**config.mk**
```make
export PLATFORM = sky130hd
export DESIGN_NAME = cpu_control_unit
export DESIGN_NICKNAME = d
export VERILOG_FILES = /design/src/rtl/cpu_control_unit.sv
export SDC_FILE = /design/constraint.sdc
export NUM_CORES = 1
export LEC_CHECK = 0
export CORE_AREA = 2 2 128 130
export DETAILED_ROUTE_END_ITERATION = 16
export DIE_AREA = 0 0 130 132
export MAX_ROUTING_LAYER = met4
export PLACE_DENSITY = 0.77
export SYNTH_ARGS = -nofsm -noshare
export SYNTH_HDL_FRONTEND = slang
export SYNTH_SLANG_ARGS = --single-unit
```
**constraint.sdc**
```tcl
create_clock -name clk -period 2 [get_ports clk]
set_clock_uncertainty 0.1 [all_clocks]
set_input_delay 0.3 -clock clk [delete_from_list [all_inputs] [get_ports clk]]
set_output_delay 0.3 -clock clk [all_outputs]
set_load 0.02 [all_outputs]
```
**src/rtl/cpu_control_unit.sv**
```systemverilog
// Control unit for the 8-bit computer: fetches and decodes instruction bytes,
// holds PC/ACC/register file, drives the external combinational ALU.
module cpu_control_unit #(
   parameter logic [7:0]  RESET_PC = 8'h00,
   parameter int unsigned NREGS    = 16
) (
   input  logic       clk,
   input  logic       rst_n,
   input  logic       start,
   output logic [7:0] imem_addr,
   input  logic [7:0] imem_data,
   output logic [1:0] alu_control,
   output logic [7:0] alu_a,
   output logic [7:0] alu_b,
   output logic [7:0] alu_pc,
   input  logic [7:0] alu_result,
   output logic [7:0] acc,
   output logic       busy,
   output logic       halted
);

   typedef enum logic [2:0] {
      S_IDLE   = 3'd0,
      S_FETCH  = 3'd1,
      S_EXEC   = 3'd2,
      S_IMM    = 3'd3,
      S_HALTED = 3'd4
   } state_t;

   state_t     state_q, state_d;
   logic [7:0] pc_q, pc_d;
   logic [7:0] acc_q, acc_d;
   logic [7:0] instr_q, instr_d;
   logic [1:0] alu_ctl_q, alu_ctl_d;
   logic [7:0] alu_b_q, alu_b_d;
   logic       busy_q, busy_d;
   logic       halted_q, halted_d;
   logic [7:0] regs_q [NREGS];
   logic [7:0] rf_rd_s;
   logic       reg_we_s;

   // Out-of-range register indices read as zero.
   always_comb begin
      rf_rd_s = 8'h00;
      if (32'(imem_data[3:0]) < NREGS) begin
         rf_rd_s = regs_q[imem_data[3:0]];
      end else begin
         rf_rd_s = 8'h00;
      end
   end

   // Next-state, datapath updates and ALU drive selection.
   always_comb begin
      state_d   = state_q;
      pc_d      = pc_q;
      acc_d     = acc_q;
      instr_d   = instr_q;
      alu_ctl_d = 2'b00;
      alu_b_d   = 8'h00;
      reg_we_s  = 1'b0;
      case (state_q)
         S_IDLE: begin
            if (start) state_d = S_FETCH;
            else       state_d = S_IDLE;
         end
         S_FETCH: begin
            instr_d = imem_data;
            pc_d    = pc_q + 8'd1;
            state_d = S_EXEC;
            // ALU operands are registered here so they are stable through EXEC.
            if (imem_data[7:6] == 2'b00) begin
               alu_ctl_d = imem_data[5:4];
               alu_b_d   = rf_rd_s;
            end else begin
               alu_ctl_d = 2'b00;
               alu_b_d   = 8'h00;
            end
         end
         S_EXEC: begin
            case (instr_q[7:6])
               2'b00: begin
                  if (instr_q[5:4] == 2'b10) pc_d  = alu_result;
                  else                       acc_d = alu_result;
                  state_d = S_FETCH;
               end
               2'b01: state_d = S_IMM;
               2'b10: begin
                  reg_we_s = 1'b1;
                  state_d  = S_FETCH;
               end
               2'b11: begin
                  if (instr_q[5:0] == 6'd0) state_d = S_HALTED;
                  else                      state_d = S_FETCH;
               end
               default: state_d = S_FETCH;
            endcase
         end
         S_IMM: begin
            acc_d   = imem_data;
            pc_d    = pc_q + 8'd1;
            state_d = S_FETCH;
         end
         S_HALTED: begin
            if (start) state_d = S_FETCH;
            else       state_d = S_HALTED;
         end
         default: state_d = S_IDLE;
      endcase
      busy_d   = (state_d == S_FETCH) || (state_d == S_EXEC) || (state_d == S_IMM);
      halted_d = (state_d == S_HALTED);
   end

   // State, PC, ACC, instruction and registered output flops.
   always_ff @(posedge clk or negedge rst_n) begin
      if (!rst_n) begin
         state_q   <= S_IDLE;
         pc_q      <= RESET_PC;
         acc_q     <= 8'h00;
         instr_q   <= 8'h00;
         alu_ctl_q <= 2'b00;
         alu_b_q   <= 8'h00;
         busy_q    <= 1'b0;
         halted_q  <= 1'b0;
      end else begin
         state_q   <= state_d;
         pc_q      <= pc_d;
         acc_q     <= acc_d;
         instr_q   <= instr_d;
         alu_ctl_q <= alu_ctl_d;
         alu_b_q   <= alu_b_d;
         busy_q    <= busy_d;
         halted_q  <= halted_d;
      end
   end

   // Register file; stores to indices beyond the file depth are dropped.
   always_ff @(posedge clk or negedge rst_n) begin
      if (!rst_n) begin
         for (int i = 0; i < int'(NREGS); i++) begin
            regs_q[i] <= 8'h00;
         end
      end else if (reg_we_s && (32'(instr_q[3:0]) < NREGS)) begin
         regs_q[instr_q[3:0]] <= acc_q;
      end
   end

   assign imem_addr   = pc_q;
   assign alu_pc      = pc_q;
   assign alu_a       = acc_q;
   assign acc         = acc_q;
   assign alu_control = alu_ctl_q;
   assign alu_b       = alu_b_q;
   assign busy        = busy_q;
   assign halted      = halted_q;

endmodule

```
# After elaboration in Yosys (flattened, before gate mapping)
# Index checks and enable logic that the tools add are counted.
# W data, S select, Z words.
[op_classes]
order_cmp = 3
multipliers = 0
n_shift = 0
n_addsub = 1
mux = 23
n_div = 0
bitwise_logic = 2
n_eq_ne = 15
n_reduce_logical = 13
[ops]
columns = ["operator", "count"]
rows = [
  ["$bwmux W128", 1],
  ["$mux W8", 9],
  ["$bmux W8 S4", 1],
  ["$demux W8 S4", 1],
  ["$pmux W8 S2", 2],
  ["$pmux W3 S5", 1],
  ["$eq A3 B2 Y1 const B", 4],
  ["$ge A5 B5 Y1 const B", 2],
  ["$not A4 Y5", 2],
  ["$pmux W3 S3", 1],
  ["$add A8 B1 Y8 const B", 1],
  ["$eq A2 B2 Y1 const B", 3],
  ["$eq A3 B1 Y1 const B", 2],
  ["$eq A3 B3 Y1 const B", 2],
  ["$logic_not A6 Y1", 1],
  ["$mux W3", 2],
  ["$reduce_and A3 Y1", 2],
  ["$lt A5 B1 Y1 const B", 1],
  ["$logic_not A2 Y1", 2],
  ["$mux W2", 2],
  ["$ne A2 B2 Y1 const B", 2],
  ["$reduce_bool A2 Y1", 2],
  ["$reduce_or A2 Y1", 2],
  ["$logic_not A3 Y1", 1],
  ["other kinds (5)", 8],
]
[totals]
register_bits = 167
memories = 0
inputBits = 19
rom_bits = 0
ram_bits = 0
latch_bits = 0
output_inout_bits = 44
wordCells = 81

# Depth between registers and ports, before layout
[logic_depth]
ltp_word = 7
ltp_mapped = 7
ltp_nobuf = 5

# Worst setup path after synthesis
# Ideal clock, no wire load.
[synth_path]
path_type = "register to register"
from = "register state_q[1]"
to = "register regs_q[10] in the netlist's numbering"
path_stages_with_launch = 7
path_buffers = 2
arrival_ps = 1847
required_ps = 1775
setup_ps = 125
slack_ps = -72
period_less_slack_ps = 2072
path_cell_list = "dfrtp_1 > clkbuf_2 > or3b_4 > nor4_4 > and3_1 > buf_4 > mux2_2"
[synth_via]
elab_chain_len = 2
[synth_lines]
columns = ["item", "line_no", "rtl"]
rows = [
  ["start: declaration", "30", "state_t state_q, state_d;"],
  ["start signal: assignment", "125", "state_q <= state_d;"],
  ["$eq A3 B2 Y1", "61", "case (state_q)"],
  ["$mux W1", "61", ""],
  ["end signal: indexed assignment", "143", "regs_q[instr_q[3:0]] <= acc_q;"],
  ["end: declaration", "38", "logic [7:0] regs_q [NREGS];"],
]
# Every way passes these cells.
# A chain may end at the register's enable or synchronous reset.

# Worst setup path after layout
[layout_path]
from = "register instr_q[6]"
to = "register regs_q[15] in the netlist's numbering"
[layout_via]
elab_chain_len = 3
[layout_lines]
columns = ["item", "line_no", "rtl"]
rows = [
  ["start: declaration", "33", "logic [7:0] instr_q, instr_d;"],
  ["start signal: assignment", "128", "instr_q <= instr_d;"],
  ["$eq A2 B2 Y1", "80", "case (instr_q[7:6])"],
  ["$mux W1", "80", ""],
  ["$mux W1", "61", ""],
]
# Every way passes these cells.

==> results.py <==
metrics = {
    "timing": {
        "period_share_pct": 102,
        "drv_slew": 0,
        "fin_crit_ns": 2.03,
        "worst_slew_pin_slew_ns": 0.482,
        "timing.final.ws_setup_ns": -0.0316,
        "max_freq_ghz": 0.492,
        "maxSlewHeadroom_pct": 67.6,
        "rsz0062_at_grt": "true",
        "finalSetupViolCount": 7,
        "hold_violations": 0,
    },
    "critical_path": {
        "cp.required_ns": 2.20,
        "critPathBufInv": 1,
        "end_kind": "flop",
        "reg2reg_from": "instr_q[6]",
        "worstPathArrival_ns": 2.24,
        "reg2reg_to": "regs_q[15]",
        "path_cells": "or3b_4 > nor4_4 > and3_4 > buf_12 > mux2_2",
        "setup.worst_path.end": "regs_q[15]",
        "rr_worst_depth": 5,
        "crit_family": "simple AND/OR/NAND/NOR gates",
        "worst-path-stages": 5,
        "r2r_slack_ns": -0.03,
        "path_max_fanout": 8,
        "start_kind": "flop",
        "crit_type": "reg2reg",
        "setup.worst_path.start": "instr_q[6]",
        "slowest_stage": "or3b_4",
        "max_stage_delay_ns": 0.46,
    },
    "pwr": {
        "p_int_uw": 8720,
        "combPwrFrac_pct": 34.9,
        "p_sw_uw": 4400,
        "vdd_drop_max_uv": 858,
        "powerDensity_nw_per_um2": 1370,
        "leakage_uw": 0.00446,
        "power_frac_clock_pct": 25.5,
        "power_uw": 13100,
        "switching_share_pct": 33.6,
        "seq_power_share_pct": 39.7,
    },
    "clock_tree": {
        "numCtsBuffers": 17,
        "cts-root-buf": "clkbuf_16",
        "htree_levels": 4,
        "cts_tree": "yes",
        "cts.sinks": 167,
        "clk_latency_ns": 0.42,
        "path_clk_slew_ns": 0.06,
        "clockBufferDepth": 2,
    },
    "floorplanning": {
        "die_x_um": 130,
        "coreArea_um2": 15700,
        "die_y_um": 132,
        "rows": 46,
        "start_util_pct": 49.5,
        "dieArea_um2": 17200,
        "io_pins": 63,
    },
    "layout": {
        "n_antenna_cell": 0,
        "final_common_cell": "dfrtp_1",
        "nNetsFinal": 649,
        "fin_cells": 857,
        "fillers": 1180,
        "area_growth_pct": 23.4,
        "drive_above_1_share_pct": 44.5,
        "layout_common_cells": "166 x dfrtp_1, 148 x mux2_2, 56 x clkdlybuf4s50_1, 36 x buf_4, 29 x mux4_2",
    },
    "global_route": {
        "grtUsageTotal_pct": 23.3,
        "grt_max_degree": 50,
        "antenna_found_initial": 0,
        "grt_pass1_vias": 5291,
        "overflow": 0,
        "grt_pass1_wl_um": 29500,
    },
    "yosys": {
        "ys_ff_latch": 167,
        "synth_edf_count": 0,
        "syn-cell-area_um2": 7770,
        "ys.flop_type": "dfrtp_1",
        "synth_top_area_cell": "dfrtp_1",
        "yosysWarnings": 0,
        "ys_top_cells_by_area": "dfrtp_1 54%, mux2_2 22%, mux4_2 8.4%, buf_4 1.8%, mux2i_1 1.7%",
        "syn_nets": 565,
        "synthCells": 545,
        "synth.distinct_cells": 44,
        "syn_avg_cell_area_um2": 14.3,
        "synth_top_area_share_pct": 53.8,
        "synthArstFlopShare_pct": 100,
        "ys_seq_area_share_pct": 53.8,
    },
    "drt": {
        "ant_nets": 0,
        "drtIter0Drc": 316,
        "drtPass1Iterations": 5,
        "wl_per_cell_um": 21.5,
        "vias": 4954,
        "finalWirelength_um": 18400,
        "drc": 0,
        "vias_per_cell": 5.78,
    },
    "run_status": {
        "status": "finished with violations",
        "violations": "negative setup slack",
    },
    "place": {
        "dp_cells": 823,
        "gp_congestion": 0.886,
        "dpl.hpwl_um": 12300,
        "port_buffers": 62,
    },
    "job": {
        "cap_violations": 0,
    },
    "min_path": {
        "hold_class": "in2async",
    },
}
[power groups by stage]
| stage | Combinational (uW) | Sequential, uW | Clock, uW |
|---|---|---|---|
| 4_1_cts | 4520 | 5180 | 3380 |
| 5_1_grt | 4880 | 5330 | 3540 |
| 3_3_place_gp | 4320 | 5130 | 0 |
| 2_1_floorplan | 2740 | 5230 | 0 |
| 6_report | 4570 | 5200 | 3340 |
| 3_5_place_dp | 4450 | 5220 | 0 |
[sequential cells by signal, indices dropped and copies added, names as in the netlist]
name,flops
state_q,3
alu_pc,8
regs_q,128
acc,8
instr_q,8
alu_control,2
alu_b,8
halted,1
busy,1
[repair_timing]
action	4_1_cts	5_1_grt
hold buffers	1	0
endpoints found under the setup margin	24	114
pin swaps	0	3
hold endpoints to repair	33	0
buffers inserted	1	1
resized for setup	2	24
[area by class of cell]
| class | count | area, um^2 | area share [%] |
|---|---|---|---|
| inverters | 3 | 11.3 | 0.117 |
| clock inverters | 11 | 136 | 1.42 |
| multi-input cells | 327 | 3390 | 35.3 |
| well taps | 216 | 270 | 2.82 |
| repair buffers | 113 | 1140 | 11.9 |
| clock buffers | 20 | 467 | 4.86 |
| flip-flops and latches | 167 | 4180 | 43.6 |
[logic make-up (layout without fill, tap and decap cells)]
kind of cell	Yosys count	in the layout	share of synthesized area (%)
muxes	193	193	31.9
DFF	167	167	53.8
and+or+nand+nor	96	96	7.26
buffers and inverters	51	147	3.52
AOI/OAI and AO/OA	37	37	3.35
adders and majority gates	1	1	0.161
[per-stage QoR]
| step | setup WS (ns) | hold slack, ns | TNS (ns) | cell area, um^2 | util, % |
|---|---|---|---|---|---|
| final | -0.0316 | 0.250 | -0.163 | 9600 | 61.1 |
| after global routing | -0.0898 | 0.283 | -1.89 | 9600 | 61.1 |
| after CTS | -0.0154 | 0.254 | -0.0864 | 9500 | 60.5 |
| after detailed placement | -0.0985 | 0.132 | -0.676 | 8870 | 56.5 |
| after global placement | -0.0589 | 0.126 | -0.415 | 8870 | 56.5 |
| after floorplan | 0.00391 | -0.0956 | 0 | 7770 | - |
[synth_stat cells, types with 2 or more instances]
master     instances
a2bb2oi_1          2
nor3_1             4
nor2b_1           16
nand3_1            6
a21oi_1            5
nand2b_1           4
mux2i_1           13
nand2_1           17
a31oi_1            2
inv_1              3
o21ai_0            6
a211oi_1          16
nor4_4             2
dfrtp_1          167
and3_1             4
nor2_2             2
nor2_1            17
clkbuf_1          19
and2_1             2
nor4_1             2
and4_1             2
nand2_2            6
mux2_2           151
buf_2              8
buf_4             19
mux4_2            29
nand4_1            4
[layer usage]
metal	vias to the layer above	GRT usage, %	routed length [um]	part of all wire, %
li1	2155	-	-	-
met1	2629	31.3	8110	44
met3	23	4.42	740	4.0
met5	-	-	0	0
met2	147	36.7	9260	50
met4	0	6.03	301	1.6
[worst reg2reg max path, delay by kind of cell, from the launching register on]
kind                   cells  cell delay (ns)
buffers and inverters      1             0.13
DFF                        1             0.44
muxes                      1             0.34
and+or+nand+nor            3             0.90
[worst min path at each step]
stage               slack [ns]  startpoint  depth (start not counted)           to
finish                    0.25       rst_n                          2    alu_pc[1]
global route              0.28       rst_n                          2    alu_pc[1]
CTS                       0.25       rst_n                          2  regs_q[101]
detailed placement        0.13       rst_n                          1    alu_pc[1]
global placement          0.13       rst_n                          1    alu_pc[6]
floorplan                 -0.1       rst_n                          0       acc[0]
Power figures use the tool's default switching activity.
